`config.mk`:
```
export PLATFORM = sky130hd
export DESIGN_NAME = inv_sub_bytes_iter
export DESIGN_NICKNAME = d
export VERILOG_FILES = /design/src/rtl/inv_sub_bytes_iter.sv
export SDC_FILE = /design/constraint.sdc
export NUM_CORES = 1
export LEC_CHECK = 0
export CAP_MARGIN = 20
export CORE_MARGIN = 2
export CORE_UTILIZATION = 25
export CTS_BUF_LIST = sky130_fd_sc_hd__clkbuf_16
export CTS_CLUSTER_DIAMETER = 100
export CTS_CLUSTER_SIZE = 24
export DETAILED_ROUTE_END_ITERATION = 8
export PLACE_DENSITY_LB_ADDON = 0.1
export SLEW_MARGIN = 20
export SYNTH_ARGS = -nofsm -noshare
export SYNTH_HDL_FRONTEND = slang
export SYNTH_SLANG_ARGS = --single-unit
```
`constraint.sdc`:
```
create_clock -name clk -period 9.15 [get_ports clk]
set_input_delay 1.83 -clock clk [delete_from_list [all_inputs] [get_ports clk]]
set_output_delay 1.83 -clock clk [all_outputs]
set_load 0.02 [all_outputs]
```
`src/rtl/inv_sub_bytes_iter.sv`:
```
// rtl/inv_sub_bytes_iter.sv - iterative AES InvSubBytes, LANES inverse S-box lookups per clock
// Block is accepted in IDLE, rewritten in place group by group in SUB, held in DONE until taken.

module inv_sbox (
  input  logic [7:0] i_byte,
  output logic [7:0] o_byte
);
  localparam logic [0:255][7:0] INV_SBOX = {
    128'h52096ad53036a538bf40a39e81f3d7fb, 128'h7ce339829b2fff87348e4344c4dee9cb,
    128'h547b9432a6c2233dee4c950b42fac34e, 128'h082ea16628d924b2765ba2496d8bd125,
    128'h72f8f66486689816d4a45ccc5d65b692, 128'h6c704850fdedb9da5e154657a78d9d84,
    128'h90d8ab008cbcd30af7e45805b8b34506, 128'hd02c1e8fca3f0f02c1afbd0301138a6b,
    128'h3a9111414f67dcea97f2cfcef0b4e673, 128'h96ac7422e7ad3585e2f937e81c75df6e,
    128'h47f11a711d29c5896fb7620eaa18be1b, 128'hfc563e4bc6d279209adbc0fe78cd5af4,
    128'h1fdda8338807c731b11210592780ec5f, 128'h60517fa919b54a0d2de57a9f93c99cef,
    128'ha0e03b4dae2af5b0c8ebbb3c83539961, 128'h172b047eba77d626e169146355210c7d
  };

  assign o_byte = INV_SBOX[i_byte];
endmodule

module inv_sub_bytes_iter #(
  parameter int LANES = 1
) (
  input  logic         clk,
  input  logic         rst_n,
  input  logic         in_valid,
  output logic         in_ready,
  input  logic [127:0] in_data,
  output logic         out_valid,
  input  logic         out_ready,
  output logic [127:0] out_data,
  output logic         busy
);
  localparam int N  = 16 / LANES;
  localparam int CW = (N > 1) ? $clog2(N) : 1;

  if (!(LANES == 1 || LANES == 2 || LANES == 4 || LANES == 8 || LANES == 16)) begin : g_bad_lanes
    $error("inv_sub_bytes_iter: LANES must be 1, 2, 4, 8 or 16");
  end

  typedef enum logic [1:0] {S_IDLE, S_SUB, S_DONE} state_t;

  state_t            r_state;
  logic [CW-1:0]     r_cnt;
  logic [0:15][7:0]  r_data;
  logic              r_in_ready;
  logic              r_out_valid;
  logic              r_busy;

  logic [3:0]        w_idx     [LANES];
  logic [7:0]        w_sub_out [LANES];

  // Byte 0 sits at the MSB, so the [0:15] packing lines up with the bus byte order.
  for (genvar k = 0; k < LANES; k++) begin : g_lane
    assign w_idx[k] = 4'((32'(r_cnt) * LANES) + k);
    inv_sbox u_inv_sbox (
      .i_byte (r_data[w_idx[k]]),
      .o_byte (w_sub_out[k])
    );
  end

  always_ff @(posedge clk or negedge rst_n) begin
    if (!rst_n) begin
      r_state     <= S_IDLE;
      r_cnt       <= '0;
      r_data      <= '0;
      r_in_ready  <= 1'b1;
      r_out_valid <= 1'b0;
      r_busy      <= 1'b0;
    end else begin
      case (r_state)
        S_IDLE: begin
          if (in_valid) begin
            r_data     <= in_data;
            r_cnt      <= '0;
            r_in_ready <= 1'b0;
            r_busy     <= 1'b1;
            r_state    <= S_SUB;
          end
        end
        S_SUB: begin
          for (int k = 0; k < LANES; k++) begin
            r_data[w_idx[k]] <= w_sub_out[k];
          end
          if (r_cnt == CW'(N - 1)) begin
            r_cnt       <= '0;
            r_out_valid <= 1'b1;
            r_state     <= S_DONE;
          end else begin
            r_cnt <= r_cnt + CW'(1);
          end
        end
        S_DONE: begin
          // Returning to IDLE first means a new block can never be taken on this edge.
          if (out_ready) begin
            r_out_valid <= 1'b0;
            r_busy      <= 1'b0;
            r_in_ready  <= 1'b1;
            r_state     <= S_IDLE;
          end
        end
        default: begin
          r_state    <= S_IDLE;
          r_in_ready <= 1'b1;
        end
      endcase
    end
  end

  assign in_ready  = r_in_ready;
  assign out_valid = r_out_valid;
  assign out_data  = r_data;
  assign busy      = r_busy;
endmodule
```
* Word-level counts from Yosys, hierarchy flattened
Memories as Yosys holds them, arrays and structs flattened.
Cells that the tools add are included.
** Word-level totals
- Word-level logic and storage cells :: 70
- Output and inout port bits :: 131
- Flip-flop bits (word level) :: 137
- Bits of input ports :: 132
- Memory bits (read-only) :: 2048
- Memories kept :: 1
** Operators by class
- $lt $le $gt $ge :: 3
- Mux-type cells :: 25
- Bitwise operators :: 3
- Reductions and logical operators :: 10
- Eq/ne operators :: 6
- Add/subtract/negate cells :: 1
** Memory list
- (name not given) :: words 256, width 8, rd ports 1, clocked after Yosys merged registers in 0, wr ports 0, line 19 : assign o_byte = INV_SBOX[i_byte];
** Operators by type and width (count)
- one-hot mux 128 bit (2 select lines) :: 1
- bitwise mux 128 bit :: 1
- 2-to-1 mux 128 bit :: 1
- 2-to-1 mux 8 bit :: 5
- binary-select mux 8 bit (select 4 bit) :: 1
- demux 8 bit (select 4 bit) :: 1
- AND reduction 3 bit :: 4
- >= comparator 9 bit (second input constant) :: 1
- inverter 8 -> 9 bit :: 1
- 2-to-1 mux 4 bit :: 2
- one-hot mux 4 bit (2 select lines) :: 1
- 2-to-1 mux 2 bit :: 3
- inequality test 2 bit (second input constant) :: 3
- one-hot mux 2 bit (3 select lines) :: 1
- nonzero test 2 bit :: 3
- >= comparator 5 bit (second input constant) :: 1
- < comparator 5 x 1 -> 1 bit (second input constant) :: 1
- 2-to-1 mux 1 bit :: 5
- inverter 4 -> 5 bit :: 1
- adder 4 x 1 -> 4 bit (second input constant) :: 1
- equality test 4 bit (second input constant) :: 1
- one-hot mux 1 bit (2 select lines) :: 2
- one-hot mux 1 bit (3 select lines) :: 1
- equality test 2 x 1 -> 1 bit (second input constant) :: 1
- 5 further kinds :: 5

* Longest topological paths before layout
- Depth after elaboration :: 10
- Gate-level depth with buffers :: 19
- Gate-level depth less buffers :: 13

* Cells and area by module
Synthesis repeated with hierarchy kept, for this count alone.
** Unflattened totals
- Cell total of the unflattened synthesis :: 1170
- Area, all modules :: 11646.2 µm²
** Modules (own cells, without submodules)
- inv_sub_bytes_iter :: area each 8070.2 µm², instances 1, seq. area each 3429.5 µm², cells each 616
- inv_sbox :: area each 3575.9 µm², instances 1, seq. area each 0.0 µm², cells each 554

* Worst setup path after synthesis
No wires, ideal clock.
- Path type :: reg-to-reg
- From :: reg r_cnt[0]
- To :: reg r_data, in the netlist out_data[106]
- Slack :: 4.585 ns
- Buffers on the path :: 4
- Data required time :: 9.031 ns
- Stages on the path, launching flop included :: 18
- Setup time :: 0.119 ns
- Arrival :: 4.446 ns
- Clock period less this slack :: 4.565 ns
- Cell sequence :: dfrtp_1 buf_6 buf_6 mux4_2 a22oi_1 and2_1 clkbuf_1 ha_1 inv_1 nand2_1 o22ai_1 a211oi_1 a2111oi_0 a211oi_1 a311oi_1 nor4_4 buf_6 o21a_1
** Between the ends
- Cells in the longest elaborated chain, start to end :: 10
- Elaborated cells between the ends (all ways) :: 15
- Those cells by class :: order compare: 2; mux: 9; bitwise: 2; reduce/logical: 1; memory: 1
** Ends and longest elaborated chain
- start: declaration :: line 45 : logic [CW-1:0] r_cnt;
- start signal: assignment :: line 91 : r_cnt <= r_cnt + CW'(1);
- inverter 4 -> 5 bit (not written as such) (*) :: line 58, 84
- binary-select mux 8 bit (select 4 bit) :: line 58 : .i_byte (r_data[w_idx[k]]),
- 2-to-1 mux 8 bit (not written as such) (2 in a row) :: line 58
- inverter 8 -> 9 bit (not written as such) :: line 19
- memory read (256 x 8 bit)
- 2-to-1 mux 8 bit (not written as such) (2 in a row) :: line 19
- bitwise mux 128 bit (*) :: line 84 : r_data[w_idx[k]] <= w_sub_out[k];
- one-hot mux 128 bit (2 select lines) (*) :: line 72 : case (r_state)
- end signal: assignment :: line 75 : r_data <= in_data;
- end signal: indexed assignment :: line 84
- end: declaration :: line 46 : logic [0:15][7:0] r_data;
Mark *: on every way between the ends. The rest lies on a longest branch, timed or not. The select of a mux whose other input is x is not followed.
A chain may end at the register's enable or synchronous reset.

* Worst setup path after layout
- From :: reg r_cnt[0]
- To :: reg r_data, in the netlist out_data[4]
The elaborated chain is that of the path after synthesis.

==> impl_results.md <==
- Max frequency: about 150 MHz
- Critical path cell sequence: buf_4 -> mux4_2 -> a22oi_1 -> and2_1 -> ha_1 -> inv_1 -> nand2_1 -> o22ai_1 -> o21ai_0 -> o2111a_1 -> o32ai_4 -> o21ai_0
- Cts bufs inserted: 17
- Async S/R FF share, synth: 100.0%
- Cell Rows: 75
- Core region area: around 42000 µm²
- Routed WL: 59540 µm
- Mapped Area: 10500 µm²
- Initial antenna violation count: 3
- Worst setup EP type: register
- Outcome: completed
- Root buf cell: clkbuf_16
- Register area share after synthesis: 32.68%
- Via/cell ratio: about 6.2
- Crit-path max cell delay: around 1.0 ns
- Netlist cell types: 75
- Yosys reg bits: 137
- Syn avg cell area: 8.857 µm²
- Synth Flop Type: dfrtp_1
- Total number of vias: 12091
- Skew final: 0.01468 ns
- Final setup viols: 0
- Least-Margin Pin Slew: 1.228 ns
- Clock buffer depth: 2
- Starting Density: between 20% and 30%
- Relative slew margins: 18.15%
- Syn_nets: 1341
- WP buf/inv: 2
- Post-DR wirelength/cell: 30.74 µm
- Drc violations: 0
- Detailed placement HPWL: 42220 µm
- Number of synthesized flops with an enable pin: 0
- Crit-path leading delay family: compound AO/OA/AOI/OAI gates
- RSZ-0062 raised after global routing: false
- Slowest CP cell: o32ai_4
- CTS tree: done
- IO Count: around 260
- RePlAce Congestion: between 0.9 and 1
- Required time of the worst setup path: 9.40 ns
- Grt total ovfl: 0
- Final nets: 1539
- Final Core Density: ~34%
- Chip Height: 208.9 µm
- Commonest non-fill, non-tap cells in the layout: clkdlybuf4s50_1, a21oi_1, dfrtp_1, nand2_1, nor2_1
- Worst-skew pair later-pin latency: about 0.43 ns
- Fin worst setup slack: 2.534 ns
- Max Cap Violations: 0
- Area grow syn2layout: 34.37%
- Initial DRC count: 1329
- First-pass GRT wire length: 86140 µm
- Post-CTS sizing: 0
- CP max FO: 22
- Initial DRT Pass Iterations: 6
- Most common cell after layout, fill and taps aside: clkdlybuf4s50_1
- Crit path DAT: 6.87 ns
- Setup CP Type: register to register
- Number of I/O port buffers: 262
- Period minus WS final: 6.616 ns
- Hold WC Path Type: register to register
- Post-Synthesis Cells: 1185
- Layout cell share with drive strength beyond 1: 9.097%
- Post-CTS setup buffer count: 0
- Vias in the first global route: ~12000
- Die Area: around 44000 µm²
- Startpoint Class: register
- Final count of pins violating max slew: 0
- Die width: 208.9 µm
- Synth warn: 0
- Post-route ant nets: 0
- H-tree levels: 4
- Hold buffers post-CTS: 0
- Most Frequent Cell on Critical Path: o21ai_0
- Clk slew on worst S/H paths: 0.06 ns
- Crit share post-route: 72.30%
- Post-place setup slack: 2.638 ns
- Largest net degree at the start of global routing: 90
- Final setup TNS: 0 ns
- GRT Util Overall: 26.67%
- Clock sinks: around 140
- Count of final hold-check violations: 0
worst reg2reg max path, delay by kind of cell, from the launching register on:
kind / cells / cell delay (ns)
and+or+nand+nor: 2 / 0.86
muxes: 1 / 0.57
buffers and inverters: 2 / 0.84
adders and majority gates: 1 / 0.58
DFF: 1 / 0.77
AOI/OAI and AO/OA: 6 / 2.82
worst paths after layout:
path                           start      endpoint  slack, ns  cells past startpoint
max                         r_cnt[0]   out_data[4]       2.53                     12
min                        out_valid     out_valid       0.49                      2
max reg2reg                 r_cnt[0]   out_data[4]       2.53                     12
min reg2reg                out_valid     out_valid       0.49                      2
max in group asynchronous      rst_n  out_data[82]       6.33                      2
min in group asynchronous      rst_n  out_data[22]       1.40                      1
state kept, by name, indices dropped and copies added (netlist names):
name and cells:
r_cnt 4, r_state 2, busy 1, out_data 128, in_ready 1, out_valid 1
metrics by stage:
stage	hold WS [ns]	cell area (µm²)	cells
after floorplan	0.5207	10500	1185
after global placement	0.4786	13500	1903
after detailed placement	0.4828	13510	1903
after CTS	0.5005	14100	1935
after global routing	0.5420	14100	1936
final	0.4918	14100	1937
cell usage after synthesis (4+ instances only):
master     instances  share of area [%]
a221o_1            5               0.48
and3_1            16               0.95
inv_1             13               0.46
and2_1             7               0.42
nand2_1           95                3.4
o21ai_1            5               0.24
o311ai_0          12                1.0
mux2_2             7               0.75
clkbuf_1          61                2.2
dfrtp_1          136                 32
a31oi_1           13               0.77
a21o_1             7               0.50
o221ai_1           7               0.58
buf_2             32                1.5
nand3_1           35                1.7
o22ai_1           58                3.5
a21oi_1          157                7.5
buf_6             10                1.1
o21a_1            19                1.4
mux2i_1           18                1.7
o31ai_1            9               0.64
nor2_1            66                2.4
o22a_1            16                1.3
o2111ai_1          6               0.50
a2111oi_0          6               0.50
nand2b_1           5               0.30
nor3_1            23                1.1
mux4_2            32                6.9
a2bb2oi_1          5               0.42
o32ai_1           51                4.3
buf_1              5               0.18
a22o_1             6               0.50
a311oi_1          11               0.92
o211ai_1          20                1.4
buf_4              8               0.57
a22oi_1           17                1.2
a211oi_1          42                3.0
ha_1              24                2.9
o21ai_0           59                2.8
a221oi_1           4               0.33
layout make-up:
class                   count  area (µm²)
repair buffers            295        2872
diodes                      2       5.005
flip-flops and latches    137        3433
fillers                  4437       27560
well taps                 539       674.4
multi-input cells         916        6472
clock inverters            15       160.2
clock buffers              17       425.4
inverters                  16       60.06
per-layer routing:
| layer | wire length, µm | GRT usage [%] | share of wire [%] |
|---|---|---|---|
| met1 | 24640 | 35.24 | 41 |
| met2 | 27870 | 42.85 | 47 |
| met3 | 4985 | 5.606 | 8.4 |
| met4 | 2016 | 10.05 | 3.4 |
| met5 | 27 | 0 | 0.045 |
cell families after synthesis:
| group | Yosys count | synth area share [%] |
|---|---|---|
| AOI/OAI and AO/OA | 566 | 36.86 |
| buffers and inverters | 132 | 6.104 |
| DFF | 137 | 32.68 |
| and+or+nand+nor | 264 | 11.55 |
| muxes | 59 | 9.692 |
| xor gates and xnor gates | 3 | 0.2504 |
| adders and majority gates | 24 | 2.861 |
Power is left out: the tool's default activity adds up to more than one toggle a clock period on the data nets, which glitch-free logic cannot reach.
